File: src/rtl/crossbar_pkg.sv
// crossbar_pkg
//   Shared constants and types for the 16-port crossbar: the owner arbiter,
//   the crossbar control FSM and the datapath mux all use these.
package crossbar_pkg;

    localparam int NUM_PORTS = 16;
    localparam int ID_W      = 4;

    typedef logic [NUM_PORTS-1:0] port_vec_t;
    typedef logic [ID_W-1:0]      port_id_t;

    // One-hot vector with only bit `id` set.
    function automatic port_vec_t onehot(input port_id_t id);
        return port_vec_t'(1) << id;
    endfunction

endpackage

File: src/rtl/rr_pick16.sv
// rr_pick16
//   Combinational round-robin picker. Returns the first set bit of `req`
//   scanning indices ptr, ptr+1, ... mod 16.
//
// Ports
//   req        in   16  request vector, bit i = master i
//   ptr        in    4  index with highest priority
//   pick_id    out   4  winning index (meaningful only when pick_valid = 1)
//   pick_valid out   1  req is non-zero
module rr_pick16
    import crossbar_pkg::*;
(
    input  logic [NUM_PORTS-1:0] req,
    input  logic [ID_W-1:0]      ptr,
    output logic [ID_W-1:0]      pick_id,
    output logic                 pick_valid
);

    logic [2*NUM_PORTS-1:0] req_dbl;
    logic [NUM_PORTS-1:0]   req_rot;
    logic [ID_W-1:0]        enc;

    // Rotating right by ptr puts master `ptr` at bit 0, so a plain
    // lowest-index priority encoder yields the offset from ptr.
    always_comb begin
        req_dbl = {req, req};
        req_rot = req_dbl[ptr +: NUM_PORTS];
    end

    always_comb begin
        enc = '0;
        for (int i = NUM_PORTS - 1; i >= 0; i--) begin
            if (req_rot[i]) begin
                enc = ID_W'(i);
            end
        end
    end

    // Adding ptr back wraps naturally in ID_W bits.
    always_comb begin
        pick_id    = enc + ptr;
        pick_valid = |req;
    end

endmodule

File: src/rtl/crossbar_arbiter.sv
// crossbar_arbiter
//   Round-robin owner arbiter for the 16-port crossbar. Elects an owner on a
//   set_owner pulse, holds the one-hot grant until clr_owner, and advances
//   the round-robin pointer past the released owner.
//
// Ports
//   clk          in    1       system clock, rising edge
//   rst_n        in    1       asynchronous active-low reset
//   request      in   16       per-master request
//   set_owner    in    1       elect a new owner this cycle
//   clr_owner    in    1       release the current owner this cycle
//   grant        out  16       registered one-hot grant, zero when idle
//   owner_id     out   4       current owner index (valid with owner_valid)
//   owner_valid  out   1       an owner is granted
//   hold_cnt     out  HOLD_W   cycles the owner has held grant, saturating
//   proto_err    out   1       sticky protocol-violation flag
module crossbar_arbiter
    import crossbar_pkg::*;
#(
    parameter int HOLD_W = 16
) (
    input  logic                 clk,
    input  logic                 rst_n,
    input  logic [NUM_PORTS-1:0] request,
    input  logic                 set_owner,
    input  logic                 clr_owner,
    output logic [NUM_PORTS-1:0] grant,
    output logic [ID_W-1:0]      owner_id,
    output logic                 owner_valid,
    output logic [HOLD_W-1:0]    hold_cnt,
    output logic                 proto_err
);

    logic [ID_W-1:0] ptr;
    logic [ID_W-1:0] pick_id;
    logic            pick_valid;
    logic            elect;
    logic            do_release;
    logic            violation;
    logic            hold_sat;

    rr_pick16 u_pick (
        .req        (request),
        .ptr        (ptr),
        .pick_id    (pick_id),
        .pick_valid (pick_valid)
    );

    // Release wins over a simultaneous set; a set is only honoured from idle
    // with at least one requester.
    always_comb begin
        do_release = clr_owner & owner_valid;
        elect      = set_owner & ~clr_owner & ~owner_valid & pick_valid;
        violation  = (set_owner & clr_owner)
                   | (set_owner & owner_valid)
                   | (set_owner & ~pick_valid)
                   | (clr_owner & ~owner_valid);
        hold_sat   = &hold_cnt;
    end

    // The grant is never dropped on its own: only clr_owner (or reset)
    // ends ownership, even after the owner's request has fallen.
    always_ff @(posedge clk or negedge rst_n) begin
        if (!rst_n) begin
            grant       <= '0;
            owner_id    <= '0;
            owner_valid <= 1'b0;
            ptr         <= '0;
            hold_cnt    <= '0;
        end else if (do_release) begin
            grant       <= '0;
            owner_valid <= 1'b0;
            hold_cnt    <= '0;
            ptr         <= owner_id + ID_W'(1);
        end else if (elect) begin
            grant       <= onehot(pick_id);
            owner_id    <= pick_id;
            owner_valid <= 1'b1;
            hold_cnt    <= '0;
        end else if (owner_valid && !hold_sat) begin
            hold_cnt    <= hold_cnt + HOLD_W'(1);
        end
    end

    always_ff @(posedge clk or negedge rst_n) begin
        if (!rst_n) begin
            proto_err <= 1'b0;
        end else if (violation) begin
            proto_err <= 1'b1;
        end
    end

endmodule

File: config.mk
export PLATFORM = sky130hd
export DESIGN_NAME = crossbar_arbiter
export DESIGN_NICKNAME = d
export VERILOG_FILES = /design/src/rtl/crossbar_pkg.sv /design/src/rtl/rr_pick16.sv /design/src/rtl/crossbar_arbiter.sv
export SDC_FILE = /design/constraint.sdc
export NUM_CORES = 1
export LEC_CHECK = 0
export ABC_CLOCK_PERIOD_IN_PS = 3550
export CAP_MARGIN = 30
export CORE_MARGIN = 5
export CORE_UTILIZATION = 47
export DETAILED_ROUTE_END_ITERATION = 10
export GPL_TIMING_DRIVEN = 0
export PLACE_DENSITY = 0.82
export SETUP_SLACK_MARGIN = 0.05
export SLEW_MARGIN = 15
export SYNTH_ARGS = -nofsm -noshare
export SYNTH_HDL_FRONTEND = slang
export SYNTH_SLANG_ARGS = --single-unit
File: constraint.sdc
create_clock -name clk -period 3.55 [get_ports clk]
set_input_delay 0.5325 -clock clk [delete_from_list [all_inputs] [get_ports clk]]
set_output_delay 0.5325 -clock clk [all_outputs]
set_load 0.05 [all_outputs]
==> results.sh <==
export IMPL_clk_path_buf_depth=2
export IMPL_mapped_nets=316
export IMPL_worstSetupStartpointType="register"
export IMPL_max_vdd_ir_drop_uv=619.7
export IMPL_grt_antenna_before_repair=0
export IMPL_post_syn_area_per_cell_um2=10.15
export IMPL_synth_mux_area_frac=0.2257
export IMPL_timing_clock_skew_ps=6.139
export IMPL_multi_input_comb_area_um2=2071
export IMPL_ff_latch_area_um2=1052
export IMPL_wl_per_cell_um=19.68
export IMPL_power_density_nw_per_um2=1073
export IMPL_placementRows=28
export IMPL_vias_per_std_cell=6.305
export IMPL_drt_iter0_markers=273
export IMPL_hold_path_class="in -> async"
export IMPL_synthTopCellsByCount="42 x sky130_fd_sc_hd__dfrtp_1, 36 x sky130_fd_sc_hd__nand2_1, 21 x sky130_fd_sc_hd__nor2_1"
export IMPL_worstSkewPairLatency_ps=300
export IMPL_groute_usage_overall=0.2075
export IMPL_layout_area_overhead_vs_synth_pct=43.77
export IMPL_hold_buffers=0
export IMPL_crit_required_ps=3790
export IMPL_failed_checks="negative setup slack"
export IMPL_dp_hpwl_um=5826
export IMPL_worstPathBufferInverterCount=5
export IMPL_post_synth_fa_ha_maj_area_fraction=0.02550
export IMPL_worst_r2r_cell_count=18
export IMPL_post_synth_xor_area_fraction=0.05865
export IMPL_htreeDepth=2
export IMPL_dpl_instance_area_um2=3656
export IMPL_overflow=0
export IMPL_crit_arrival_ps=4240
export IMPL_netlist_area_um2=2944
export IMPL_leakagePower_nw=1.725
export IMPL_outcome="finished with violations"
export IMPL_cts_inserted_buffers=5
export IMPL_synthArstFlopShare=1.000
export IMPL_critical_path_start_end_classification="reg -> reg"
export IMPL_routabilityCongestion=0.8977
export IMPL_routed_wl_um=8914
export IMPL_detail_route_drc_violations=0
export IMPL_cell_taking_the_most_area_after_synthesis="sky130_fd_sc_hd__dfrtp_1"
export IMPL_clock_tree_from_tritoncts="yes"
export IMPL_die_area_um2=7947
export IMPL_synth_seq_cells=42
export IMPL_crit_path_end_kind="register"
export IMPL_worst_path_largest_cell_delay_ps=550
export IMPL_synth_top_family_by_area="multiplexers"
export IMPL_fraction_of_the_mapped_netlist_area_in_simple_logic_gates=0.1861
export IMPL_number_of_hold_violations_in_the_final_report=0
export IMPL_dominantRegCellSynth="sky130_fd_sc_hd__dfrtp_1"
export IMPL_synth_sequential_area_ratio=0.3570
export IMPL_syn_instance_count=290
export IMPL_root_buffer="sky130_fd_sc_hd__clkbuf_8"
export IMPL_setup_violations_final=19
export IMPL_synth_edf_count=0
export IMPL_drtAntennaViolNets=0
export IMPL_synth_compound_gate_area_share=0.1203
export IMPL_nets=403
export IMPL_synth_top_cell_area_share=0.3570
export IMPL_timing_slew_headroom=0.5250
export IMPL_critical_path_cell_chain="buf_8, mux4_2, mux2_4, buf_4, nor4b_1, o21ai_1, o211ai_1, buf_4, a21oi_2, nor3_2, ha_2, a21oi_2, inv_1, a21oi_2, xnor2_2, buf_4, xor2_4, a32o_2"
export IMPL_drive_gt1_frac=0.2778
export IMPL_path_clk_slew_ps=90
export IMPL_worst_pin_slew_ps=712.6
export IMPL_first_pass_iters=7
export IMPL_finalSetupTns_ps=-6219
export IMPL_clkSinkCount=42
export IMPL_start_util=0.4914
export IMPL_timing_final_crit_period_ps=3998
export IMPL_max_cap_violations=0
export IMPL_critical_path_cell_count=18
export IMPL_boundaryPins=58
export IMPL_post_synth_main_area_contributors="sky130_fd_sc_hd__dfrtp_1 36%, sky130_fd_sc_hd__mux4_2 11%, sky130_fd_sc_hd__nand2_1 4.6%"
export IMPL_crit_path_max_fanout=8
export IMPL_cpMaxStageDelayCell="sky130_fd_sc_hd__mux4_2"
export IMPL_grt_max_degree=26
export IMPL_post_route_cell_area_um2=4233
export IMPL_fmax_mhz=250.1
export IMPL_final_fill_count=405
export IMPL_core_area_um2=5991
export IMPL_die_w_um=89.15
export IMPL_vias_post_dr=2856
export IMPL_rsz_0062_raised_after_global_routing="yes"
export IMPL_slew_viol_final=0
export IMPL_diodes=0
export IMPL_synth_lib_cells_used_distinct=50
export IMPL_setup_slack_ps=-448.3
export IMPL_fin_crit_sh=1.126
export IMPL_critPathTopFamily="multiplexers"
export IMPL_synthesis_yosys_warnings=0
export IMPL_vert_die_dim_um=89.15
export IMPL_first_global_vias=2739
export IMPL_yosysMostFrequentCell="sky130_fd_sc_hd__dfrtp_1"
export IMPL_wire_length_of_the_first_global_routing_pass_um=13130
export IMPL_port_buffer_count=57
-- area by class of cell --
class                           count  area share
Clock buffer                        5     0.01626
Sequential cell                    42      0.2486
Clock inverter                      3     0.01626
Inverter                            4    0.003547
Timing Repair Buffer               79      0.1836
Multi-Input combinational cell    232      0.4892
Buffer                             13     0.02040
Tap cell                           75     0.02217
-- per-stage QoR --
stage          power (W)  cells  hold slack, ps  setup WS (ps)    util
2_1_floorplan   0.002483    290           236.9          6.464       -
3_3_place_gp    0.003004    422           463.6         -799.9  0.6065
3_5_place_dp    0.003075    423           467.5         -884.5  0.6103
4_1_cts         0.003804    442           179.3         -243.0  0.6550
5_1_grt         0.004757    453           191.9         -557.7  0.7066
6_report        0.004543    453           176.2         -448.3  0.7066
-- power breakdown --
group	internal [W]	total [W]	switching, W
Clock	0.000282	0.000455	0.000173
Combinational	0.00149	0.00338	0.00189
Sequential	0.000596	0.000712	0.000116
-- flip-flops by register name (all words and copies together) (netlist names) --
name / flops
grant: 16
hold_cnt: 16
owner_id: 4
ptr: 4
owner_valid: 1
proto_err: 1
-- cell usage in the layout (no fill, tap or decap), types with 5 or more instances in the layout --
cell / Yosys / layout
sky130_fd_sc_hd__o21ai_0: 18 / 11
sky130_fd_sc_hd__mux4_2: 15 / 17
sky130_fd_sc_hd__or3_1: 6 / 5
sky130_fd_sc_hd__xnor2_1: 6 / 5
sky130_fd_sc_hd__mux2_2: 10 / 7
sky130_fd_sc_hd__clkbuf_8: 0 / 5
sky130_fd_sc_hd__mux2i_1: 12 / 5
sky130_fd_sc_hd__dfrtp_1: 42 / 41
sky130_fd_sc_hd__clkdlybuf4s50_1: 0 / 40
sky130_fd_sc_hd__dlygate4sd2_1: 0 / 16
sky130_fd_sc_hd__nand3_1: 15 / 14
sky130_fd_sc_hd__o21ai_1: 6 / 9
sky130_fd_sc_hd__xor2_1: 10 / 8
sky130_fd_sc_hd__and3_1: 5 / 5
sky130_fd_sc_hd__clkbuf_1: 10 / 7
sky130_fd_sc_hd__nor2_1: 21 / 20
sky130_fd_sc_hd__nand2_1: 36 / 35
sky130_fd_sc_hd__buf_4: 0 / 17
sky130_fd_sc_hd__nor4_1: 5 / 5
sky130_fd_sc_hd__a21oi_1: 11 / 7
-- repair_timing --
action	4_1_cts	5_1_grt
pin swaps	13	23
endpoints found under the hold margin	0	0
endpoints found under the setup margin	20	19
gates resized for setup	35	42
buffers inserted	12	8
gates cloned	0	3
-- routing by layer --
| metal | vias to the layer above | global-route usage | wire length [µm] |
|---|---|---|---|
| met1 | 1418 | 0.2802 | 3555 |
| met5 | - | 0 | 0 |
| met4 | 0 | 0.04330 | 252 |
| li1 | 1262 | - | - |
| met2 | 143 | 0.3476 | 4550 |
| met3 | 33 | 0.04240 | 556 |
-- kinds of logic after synthesis --
group,after synthesis
buf+inv,17
compound gates,54
flops,42
mux,41
fa+ha+maj,6
simple gates,112
xor+xnor,18
-- final timing paths --
path / from / to / slack (ps)
min in group clk: grant[15] / grant[15] / 490
max reg2reg: ptr[0] / grant[8] / -450
max in group asynchronous: rst_n / ptr[2] / 2890
max: ptr[0] / grant[8] / -450
min reg2reg: grant[15] / grant[15] / 490
min: rst_n / hold_cnt[11] / 180
(Power assumes the default switching activity.)
